<file path="src/rtl/spike_delay_scheduler.sv">
// Spike delay scheduler: edge-detects presynaptic spikes, arbitrates them
// round-robin into delay slots and emits one postsynaptic pulse per cycle.
module spike_delay_scheduler #(
    parameter int N_IN   = 4,
    parameter int N_SLOT = 4,
    parameter int DW     = 4,
    localparam int AW    = (N_IN > 1) ? $clog2(N_IN) : 1,
    localparam int SW    = (N_SLOT > 1) ? $clog2(N_SLOT) : 1
) (
    input  logic            clk,
    input  logic            rst_n,
    input  logic [N_IN-1:0] spike_in,
    input  logic            cfg_we,
    input  logic [AW-1:0]   cfg_addr,
    input  logic [DW-1:0]   cfg_delay,
    output logic            spike_out,
    output logic [AW-1:0]   spike_src,
    output logic            drop,
    output logic            busy
);

    logic [N_IN-1:0]   prev_q;
    logic [N_IN-1:0]   pend_q, pend_d;
    logic [N_IN-1:0]   ev, grant;
    logic [AW-1:0]     ptr_q, ptr_d;
    logic [DW-1:0]     dly_q [N_IN];
    logic [N_SLOT-1:0] val_q;
    logic [DW-1:0]     cnt_q [N_SLOT];
    logic [AW-1:0]     src_q [N_SLOT];
    logic              out_q, drop_q;
    logic [AW-1:0]     osrc_q;

    logic              free_ok, gnt_ok, gnt, em_ok;
    logic [SW-1:0]     free_idx, em_idx;
    logic [AW-1:0]     gnt_idx, idx;

    assign ev = spike_in & ~prev_q;

    always_comb begin
        free_ok  = 1'b0;
        free_idx = '0;
        em_ok    = 1'b0;
        em_idx   = '0;
        gnt_ok   = 1'b0;
        gnt_idx  = '0;
        idx      = '0;
        // Descending scans so the lowest index / nearest-to-pointer wins.
        for (int s = N_SLOT - 1; s >= 0; s--) begin
            if (!val_q[s]) begin
                free_ok  = 1'b1;
                free_idx = SW'(s);
            end
            if (val_q[s] && cnt_q[s] == '0) begin
                em_ok  = 1'b1;
                em_idx = SW'(s);
            end
        end
        for (int j = N_IN - 1; j >= 0; j--) begin
            idx = ptr_q + AW'(j);
            if (pend_q[idx]) begin
                gnt_ok  = 1'b1;
                gnt_idx = idx;
            end
        end
        gnt    = gnt_ok && free_ok;
        grant  = gnt ? (N_IN'(1) << gnt_idx) : '0;
        ptr_d  = gnt ? gnt_idx + AW'(1) : ptr_q;
        pend_d = (pend_q & ~grant) | ev;
    end

    always_ff @(posedge clk) begin
        if (!rst_n) begin
            prev_q <= '1;
            pend_q <= '0;
            ptr_q  <= '0;
            val_q  <= '0;
            out_q  <= 1'b0;
            osrc_q <= '0;
            drop_q <= 1'b0;
            for (int i = 0; i < N_IN; i++) dly_q[i] <= DW'(1);
            for (int s = 0; s < N_SLOT; s++) begin
                cnt_q[s] <= '0;
                src_q[s] <= '0;
            end
        end else begin
            prev_q <= spike_in;
            pend_q <= pend_d;
            ptr_q  <= ptr_d;
            drop_q <= |(ev & pend_q & ~grant);
            out_q  <= em_ok;
            osrc_q <= em_ok ? src_q[em_idx] : '0;
            if (cfg_we) dly_q[cfg_addr] <= cfg_delay;
            for (int s = 0; s < N_SLOT; s++) begin
                if (em_ok && em_idx == SW'(s))
                    val_q[s] <= 1'b0;
                else if (val_q[s] && cnt_q[s] != '0)
                    cnt_q[s] <= cnt_q[s] - DW'(1);
            end
            // Grant targets a slot that is not valid, so it never collides
            // with the emit/decrement updates above.
            if (gnt) begin
                val_q[free_idx] <= 1'b1;
                src_q[free_idx] <= gnt_idx;
                cnt_q[free_idx] <= dly_q[gnt_idx];
            end
        end
    end

    assign spike_out = out_q;
    assign spike_src = osrc_q;
    assign drop      = drop_q;
    assign busy      = (|pend_q) | (|val_q);

endmodule

</file>
<file path="config.mk">
export PLATFORM = sky130hd
export DESIGN_NAME = spike_delay_scheduler
export DESIGN_NICKNAME = d
export VERILOG_FILES = /design/src/rtl/spike_delay_scheduler.sv
export SDC_FILE = /design/constraint.sdc
export NUM_CORES = 1
export LEC_CHECK = 0
export BUFFER_PORTS_ARGS = -buffer_cell sky130_fd_sc_hd__buf_2
export CORE_ASPECT_RATIO = 1.75
export CORE_MARGIN = 8
export CORE_UTILIZATION = 58
export CTS_CLUSTER_DIAMETER = 50
export DETAILED_ROUTE_END_ITERATION = 12
export PLACE_DENSITY = 0.74
export REMOVE_ABC_BUFFERS = 1
export SYNTH_ARGS = -nofsm -noshare
export SYNTH_HDL_FRONTEND = slang
export SYNTH_SLANG_ARGS = --single-unit
</file>
<file path="constraint.sdc">
create_clock -name clk -period 4.4 [get_ports clk]
set_clock_uncertainty 0.15 [all_clocks]
set_input_delay 0.22 -clock clk [delete_from_list [all_inputs] [get_ports clk]]
set_output_delay 0.22 -clock clk [all_outputs]
set_load 0.05 [all_outputs]
</file>
## Word level (Yosys, flattened, before mapping)

Memories as Yosys holds them, arrays and structs flattened. A register that Yosys moved wholly into a read port is not among the register bits.
Index checks and enable logic that the tools add are counted.

- Register bits after elaboration: 16
- RAM bits: 40
- Input port bits: 13
- Logic and storage cells: 147
- Memories: 3

- $add $sub $neg: 8
- Magnitude comparators: 6
- Equality and inequality tests: 3
- Shift-type cells: 1
- Muxes and demuxes: 77
- Bitwise gates (word level): 13
- Reduce and logical (&&, ||, !) cells: 30

Memories:

| name | words | width | rd ports | clocked after Yosys merged registers in | write ports | RTL line | RTL |
|---|---|---|---|---|---|---|---|
| cnt_q | 4 | 4 | 4 | 0 | 5 | 28 | `logic [DW-1:0] cnt_q [N_SLOT];` |
| dly_q | 4 | 4 | 1 | 0 | 4 | 26 | `logic [DW-1:0] dly_q [N_IN];` |
| src_q | 4 | 2 | 1 | 1 | 4 | 29 | `logic [AW-1:0] src_q [N_SLOT];` |

Operators by type and width:

| kind | count |
|---|---|
| $mux W1 | 50 |
| $mux W2 | 15 |
| $mux W4 | 7 |
| $and A4 B4 Y4 | 4 |
| $logic_not A4 Y1 | 4 |
| $reduce_bool A4 Y1 | 4 |
| $reduce_or A4 Y1 | 4 |
| $sub A4 B1 Y4 const B | 4 |
| $lt A2 B3 Y1 const B | 5 |
| $logic_and A1 B1 Y1 | 14 |
| $bmux W1 S2 | 4 |
| $not A4 Y4 | 2 |
| $or A4 B4 Y4 | 2 |
| $or A1 B1 Y1 | 5 |
| $add A2 B1 Y2 const B | 2 |
| $add A2 B2 Y2 const B | 2 |
| $eq A2 B2 Y1 const B | 2 |
| $shl A1 B2 Y4 const A | 1 |
| $demux W1 S2 | 1 |
| $eq A2 B1 Y1 const B | 1 |
| $ge A2 B1 Y1 const B | 1 |
| $logic_not A2 Y1 | 1 |
| $reduce_and A2 Y1 | 1 |
| $reduce_or A2 Y1 | 1 |
| $logic_not A1 Y1 | 1 |

## Depth between registers and ports, before layout

Gate-level depths: netlist (run 1).

- Word-level depth: 13
- Gate-level depth with buffers: 10
- Mapped depth without buffers: 9

## Worst setup path after synthesis (run 1)

Ideal clock, no wire load.

- Kind: register to register
- From: register pend_q[1]
- To: memory cnt_q[3][1] (data pin)
- Data arrival time: 1449 ps
- Slack: 2525 ps
- Stages on the path, launching flop included: 7
- Clock period less this slack: 1875 ps
- Cell sequence: dfxtp_1 nor2b_1 a211o_1 nand2_2 buf_6 mux2i_1 o221ai_1

RTL lines:

| what | RTL line | RTL |
|---|---|---|
| start: declaration | 23 | `logic [N_IN-1:0] pend_q, pend_d;` |
| start signal: assignment | 87 | `pend_q <= pend_d;` |
| end: declaration | 28 |  |

==> metrics.md, run 1 <==
| Metric | Value |
|---|---|
| Status | completed |
| Final setup vio count | 0 |
| Critical Path RT | approximately 4.3 ns |
| Antenna Cells | 0 |
| Port-buffer cells | 17 |
| Reported leakage power | 1.39 nW |
| Top Family by Delay on Critical Path | compound AO/OA/AOI/OAI gates |
| Die W | 70.6 um |
| TNS Setup | 0 ns |
| Reg2Reg Depth | 5 |
| Worst slew margin | 0.547 |
| Number of synthesized flops with an enable pin | 40 |
| Internal | 0.915 mW |
| Slowest cell on the critical path | mux2i_1 |
| RSZ-0062 raised after global routing | no |
| Die Area | just under 0.008 mm2 |
| Core area | 0.00517 mm2 |
| Crit path DAT | ~2.2 ns |
| Worst path buffer plus inverter count | 0 |
| Post-route insts no fill | 373 |
| Kind of end point of the critical path | flip-flop |
| Worst R2R Setup Slack | around 2.1 ns |
| Slew Limit Fails | 0 |
| Cts bufs inserted | 9 |
| Clk Latency, worst-skew pair | 0.34 ns |
| Min-delay src | cfg_delay[0] |
| Final Hold Vio Count | 0 |
| Post-synthesis cell type count | 42 |
| Initial antenna violation count | 0 |
| Hold endpoint | dly_q[1][0]$_SDFFCE_PN1P_ |
| Clock Tree Buf Depth | 2 |
| # rows | 35 |
| Flop pwr share | 0.518 |
| Share of layout cells above drive strength 1 | 0.116 |
| Routed Antenna Nets | 0 |
| Dpl cells | 353 |
| Psw | 0.355 mW |
| CP Launch Type | flip-flop |
| Via Count | 2,270 |
| Crit path cell chain | nor2b_1, a211o_1, nand2_2, mux2i_1, o221ai_1 |
| Ys async rst share | 0 |
| First-pass GRT wire length | 10.6 mm |
| Tcrit/Tclk final | 0.518 |
| Syn. warnings | 0 |
| Max-cap violation count | 0 |
| Least-Margin Pin Slew | 0.673 ns |
| Post-synthesis instance area | approximately 0.003 mm2 |
| Reg-to-Reg End | cnt_q[2][1]$_DFFE_PP_ |
| Clock root cell | clkbuf_8 |
| Synth Instances | ~290 |
| PD cells | 379 mW/mm2 |
| Post-route DRC | 0 |
| Nets | 338 |
| Reg2Reg Launch Point | pend_q[1]$_SDFF_PN0_ |
| Post-route minimum period | approximately 2.3 ns |
| Max Clk Rate | approximately 440 MHz |
| Worst Hold Class | in2reg |
| Via density | 6.09 |
| Clock transition at path regs | about 0.060 ns |
| Mean area per synthesized cell | 10.5 um2 |
| First DRT Iteration DRCs | roughly 110 |
| GRT Residual Overflow | 0 |
| Vias in the first global route | 2,323 |
| Most used DFF post-synth | edfxtp_1 |
| H-tree depth | 3 |
| Logic pwr share | 0.154 |
| GRT Util Overall | 0.178 |
| Initial Utilization | 0.586 |
| Worst Hold Depth | 2 |
| Clock network power share | 0.327 |
| Gp weighted congestion | 0.961 |
| # IOs | 18 |
| Critical path fanouts, max | 13 |
| Detailed Place HPWL | 5.01 mm |
| Register area share after synthesis | 0.516 |
| Switching Share | 0.280 |
| Largest net degree at the start of global routing | 35 |
| Die H | 112 um |
| Quantity of gates resized following cts | 0 |
| Max incr delay on CP | 0.50 ns |
| Clock sinks | 58 |
| Yosys reg bits | 58 |
| Critical path class | reg2reg |
| First-pass iteration count of the detailed router | 4 |
| Area grow syn2layout | 10.7% |
| Detailed Route WL | 6.59 mm |
| CTS tree | done |
| Worst vdd ir | 0.249 mV |
| Drt wl/cell | 17.7 um |
## layout by cell type, fill, tap and decap left out, types with 7 or more instances in the layout
cell / Yosys / routed
inv_1: 14 / 14
buf_2: 1 / 17
nand2_1: 42 / 42
xor2_1: 8 / 8
o221ai_1: 16 / 16
nor2_1: 16 / 16
clkbuf_8: 0 / 10
dfxtp_1: 18 / 18
edfxtp_1: 40 / 40
ha_1: 12 / 12
mux2i_1: 7 / 7
o211ai_1: 7 / 7
and2_1: 9 / 9
nand2b_1: 18 / 18
## area by class of cell
| type | count | area [um2] |
|---|---|---|
| Tap cell | 55 | 68.8 |
| Timing Repair Buffer | 21 | 125 |
| Multi-Input combinational cell | 209 | 1380 |
| Inverter | 14 | 52.6 |
| Clock inverter | 3 | 15.0 |
| Clock buffer | 13 | 149 |
| Sequential cell | 58 | 1560 |
| Fill cell | 450 | 1820 |
## worst max-delay path by stage
stage | endpoint | start | cells after the start | slack, ns
2_1_floorplan | cnt_q[3][0]$_DFFE_PP_ | pend_q[1]$_SDFF_PN0_ | 5 | 2.53
3_5_place_dp | cnt_q[2][0]$_DFFE_PP_ | rst_n | 5 | 2.17
3_3_place_gp | cnt_q[2][3]$_DFFE_PP_ | rst_n | 5 | 2.16
5_1_grt | cnt_q[1][3]$_DFFE_PP_ | pend_q[1]$_SDFF_PN0_ | 5 | 2.05
4_1_cts | cnt_q[1][2]$_DFFE_PP_ | pend_q[1]$_SDFF_PN0_ | 5 | 2.17
6_report | cnt_q[2][1]$_DFFE_PP_ | pend_q[1]$_SDFF_PN0_ | 5 | 2.12
## routing by layer
metal | share of wire | vias up | global-route usage
li1 | - | 1108 | -
met2 | 0.54 | 88 | 0.321
met1 | 0.35 | 1049 | 0.158
met4 | 0.057 | 0 | 0.148
met5 | 0 | - | 0
met3 | 0.046 | 25 | 0.0441
## power groups by stage
stage	Combinational, mW	Clock, mW	Sequential, mW
2_1_floorplan	0.137	0	0.664
3_3_place_gp	0.187	0	0.668
3_5_place_dp	0.191	0	0.670
4_1_cts	0.195	0.421	0.659
5_1_grt	0.216	0.445	0.663
6_report	0.196	0.416	0.659
## synth_stat cells, types with 3 or more instances
master,n,area (um2)
a21boi_0,4,30.0
a21o_1,3,22.5
a21oi_1,5,25.0
and2_1,9,56.3
and3_1,6,37.5
clkbuf_1,5,18.8
dfxtp_1,18,360
edfxtp_1,40,1200
ha_1,12,150
inv_1,14,52.6
mux2i_1,7,70.1
nand2_1,42,158
nand2b_1,18,113
nand3_1,6,30.0
nand4_1,3,18.8
nand4bb_1,4,45.0
nor2_1,16,60.1
nor2b_1,6,37.5
nor3_1,6,30.0
nor3b_1,3,22.5
o211ai_1,7,52.6
o21ai_0,4,20.0
o221ai_1,16,140
or2_2,3,18.8
xor2_1,8,70.1
## what timing repair did
action	4_1_cts	5_1_grt
hold endpoints to repair	4	0
setup buffers	0	0
endpoints found under the setup margin	0	0
hold buffers	4	0
## flip-flops by register name (all words and copies together) (netlist names)
register / count
drop: 1
prev_q: 4
ptr_q: 2
src_q: 8
cnt_q: 16
spike_out: 1
val_q: 4
spike_src: 2
dly_q: 16
pend_q: 4
## logic make-up (layout without fill, tap and decap cells)
kind of cell               after synthesis  count (layout)  synth area share
adders and majority gates               12              12            0.0496
and+or+nand+nor                        127             127             0.221
DFF                                     58              58             0.516
xor gates and xnor gates                 8               8            0.0231
AOI/OAI and AO/OA                       55              55             0.139
muxes                                    7               7            0.0231
buffers and inverters                   21              51            0.0289
## per-stage QoR
stage	total power, mW	utilization	hold WS (ns)	setup WS [ns]	instance area, um2
after floorplan	0.801	-	0.143	2.53	2990
after global placement	0.855	0.609	0.269	2.16	3150
after detailed placement	0.862	0.609	0.273	2.17	3150
after CTS	1.27	0.648	0.0382	2.17	3350
after global routing	1.32	0.648	0.0487	2.05	3350
final	1.27	0.648	0.0359	2.12	3350
Power figures use the tool's default switching activity.
==> run 2: changes to the inputs <==
--- a/config.mk
+++ b/config.mk
@@ -5,13 +5,14 @@
 export SDC_FILE = /design/constraint.sdc
 export NUM_CORES = 1
 export LEC_CHECK = 0
+export ABC_AREA = 1
 export BUFFER_PORTS_ARGS = -buffer_cell sky130_fd_sc_hd__buf_2
 export CORE_ASPECT_RATIO = 1.75
 export CORE_MARGIN = 8
-export CORE_UTILIZATION = 58
+export CORE_UTILIZATION = 55
 export CTS_CLUSTER_DIAMETER = 50
 export DETAILED_ROUTE_END_ITERATION = 12
-export PLACE_DENSITY = 0.74
+export PLACE_DENSITY = 0.73
 export REMOVE_ABC_BUFFERS = 1
 export SYNTH_ARGS = -nofsm -noshare
 export SYNTH_HDL_FRONTEND = slang
==> constraint.sdc (replaced) <==
create_clock -name clk -period 1.8 [get_ports clk]
set_clock_uncertainty 0.15 [all_clocks]
set_input_delay 0.09 -clock clk [delete_from_list [all_inputs] [get_ports clk]]
set_output_delay 0.09 -clock clk [all_outputs]
set_load 0.05 [all_outputs]
==> metrics.md, run 2 <==
| Metric | Value |
|---|---|
| Final Hold Vio Count | 0 |
| Ys async rst share | 0 |
| Failing checks | negative setup slack |
| Critical Path RT | 1.75 ns |
| Final core occ | 0.773 |
| Critical path fanouts, max | 7 |
| Post-synthesis instance area | 0.00320 mm2 |
| Final setup vio count | 31 |
| Nets | 489 |
| Clock root cell | clkbuf_8 |
| Least-Margin Pin Slew | 0.504 ns |
| Final worst-path setup slack | -0.262 ns |
| Worst vdd ir | 0.908 mV |
| Largest net degree at the start of global routing | 18 |
| Post-synthesis cell type count | 33 |
| Syn. warnings | 0 |
| Clk Latency, worst-skew pair | roughly 0.34 ns |
| Clock sinks | 58 |
| RSZ-0062 raised after global routing | yes |
| Register area share after synthesis | 0.487 |
| Number of synthesized flops with an enable pin | 40 |
| Logic pwr share | 0.492 |
| Die H | between 100 and 150 um |
| PD cells | 1220 mW/mm2 |
| Synth top area cells | edfxtp_1 (38%), nand2_1 (11%), dfxtp_1 (11%) |
| Filler Cell Count | between 300 and 400 |
| Initial antenna violation count | 0 |
| Status | finished, violations left |
| Most frequent cells after synthesis | nand2_1 (98), inv_1 (54), nand3_1 (50) |
| Die W | 73.7 um |
| Post-route DRC | 0 |
| Most frequent cells in the layout | nand2_1 (79), inv_1 (46), edfxtp_1 (40) |
| Synth Instances | 385 |
| CP Launch Type | flip-flop |
| Routed Antenna Nets | 0 |
| Max incr delay on CP | 0.38 ns |
| Dpl cells | 509 |
| Worst R2R Setup Slack | -0.26 ns |
| Core area | 0.00574 mm2 |
| Gp weighted congestion | 0.851 |
| Port-buffer cells | 17 |
| # rows | 37 |
| Crit path cell chain | inv_6, nand2_2, nand2_2, nand2_4, nand2_8, inv_4, a31oi_4, buf_4, nand3_2, nand3_2, nand2_1 |
| Mean area per synthesized cell | 8.32 um2 |
| Post-synth top area share | 0.375 |
| Slowest cell on the critical path | dfxtp_4 |
| First-pass GRT wire length | approximately 13 mm |
| Slew Limit Fails | 0 |
| Kind of end point of the critical path | flip-flop |
| Detailed Route WL | 8.53 mm |
| Worst path buffer plus inverter count | 3 |
| Top Family by Delay on Critical Path | simple AND/OR/NAND/NOR gates |
| Tcrit/Tclk final | 1.15 |
| Detailed Place HPWL | 5.57 mm |
| Crit path DAT | between 2 and 2.5 ns |
| Worst Hold Class | in2reg |
| Via density | 5.26 |
| Initial Utilization | 0.558 |
| Vias in the first global route | 2,909 |
| Most used DFF post-synth | edfxtp_1 |
| Worst slew margin | 0.660 |
| Top flop regs | cnt_q x16, dly_q x16, src_q x8 |
| Post-route minimum period | 2.06 ns |
| Share of layout cells above drive strength 1 | 0.397 |
| GRT Residual Overflow | 0 |
| Area grow syn2layout | 38.6% |
| Cts bufs inserted | 9 |
| Post-route insts no fill | 547 |
| Drt wl/cell | approximately 16 um |
| Via Count | 2,876 |
| Internal | 3.24 mW |
| Clock Tree Buf Depth | 2 |
| Reported leakage power | 1.96 nW |
| Flop pwr share | 0.309 |
| Psw | 2.18 mW |
| Yosys reg bits | 58 |
| First-pass iteration count of the detailed router | 5 |
| First DRT Iteration DRCs | 189 |
| Critical path class | reg2reg |
| Max Clk Rate | 485 MHz |
| Max-cap violation count | 0 |
| Switching Share | 0.402 |
| Die Area | 0.00862 mm2 |
| Most numerous cell in the Yosys netlist | nand2_1 |
| H-tree depth | 3 |
| Most common cell after layout, fill and taps aside | nand2_1 |
| Clock network power share | 0.199 |
| GRT Util Overall | 0.199 |
| CTS tree | done |
| # IOs | 18 |
| Synth area leader | edfxtp_1 |
| Antenna Cells | 0 |
| Clock transition at path regs | 0.07 ns |
## run 2: through the flow
| step | total power [mW] | hold slack, ns | area, um2 | setup TNS (ns) | setup slack [ns] |
|---|---|---|---|---|---|
| 6_report | 5.42 | 0.0506 | 4440 | -5.46 | -0.262 |
| 5_1_grt | 5.69 | 0.0605 | 4440 | -8.13 | -0.362 |
| 4_1_cts | 5.08 | 0.0311 | 4240 | -4.14 | -0.225 |
| 3_5_place_dp | 3.39 | 0.146 | 3600 | -7.34 | -0.327 |
| 3_3_place_gp | 3.33 | 0.142 | 3600 | -5.35 | -0.280 |
| 2_1_floorplan | 2.73 | 0.0466 | 3170 | -2.45 | -0.232 |
## run 2: cells by family after synthesis
kind of cell | synth area share
compound gates | 0.0492
xor+xnor | 0.0164
fa+ha+maj | 0.0469
buf+inv | 0.0820
flops | 0.488
simple gates | 0.318
## run 2: path summary, 6_finish.rpt
kind | start | endpoint | cells past startpoint
setup / recovery | ptr_q[0]$_SDFFE_PN0N_ | cnt_q[2][0]$_DFFE_PP_ | 11
hold / removal | cfg_we | dly_q[3][0]$_DFFE_PP_ | 3
setup reg to reg | ptr_q[0]$_SDFFE_PN0N_ | cnt_q[2][0]$_DFFE_PP_ | 11
hold reg to reg | prev_q[1]$_SDFF_PN1_ | pend_q[1]$_SDFF_PN0_ | 3
## run 2: layout make-up
type | count | area, um2 | area share
multi-input combinational | 263 | 1810 | 0.409
sequential | 58 | 1570 | 0.354
timing repair buffer | 71 | 544 | 0.123
inverter | 61 | 241 | 0.0544
clock buffer | 16 | 170 | 0.0383
tap | 78 | 97.6 | 0.0220
## run 2: worst register-to-register path, stage by stage (launching register included)
cell and delay [ns]:
dfxtp_4 0.38, inv_6 0.09, nand2_2 0.05, nand2_2 0.10, nand2_4 0.09, nand2_8 0.10
inv_4 0.05, a31oi_4 0.25, buf_4 0.21, nand3_2 0.17, nand3_2 0.13, nand2_1 0.06
## run 2: per-layer routing
metal	vias to the layer above	global-route usage	routed length, um
met1	1371	0.188	3120
met5	-	0	0
met4	0	0.111	223
li1	1414	-	-
met2	68	0.372	4820
met3	23	0.0529	362
## run 2: power groups by stage
stage / Clock (mW) / Sequential, mW / Combinational (mW)
after floorplan: 0 / 1.68 / 1.05
after global placement: 0 / 1.67 / 1.66
after detailed placement: 0 / 1.68 / 1.71
after CTS: 1.07 / 1.67 / 2.35
after global routing: 1.16 / 1.69 / 2.84
final: 1.08 / 1.68 / 2.67
## run 2: repair_timing
action / CTS / global route
buffers inserted: 6 / 5
gates resized for setup: 69 / 50
pin swaps: 26 / 33
endpoints found under the hold margin: 21 / 0
hold buffers: 11 / 0
endpoints found under the setup margin: 37 / 43
cloned: 1 / 0
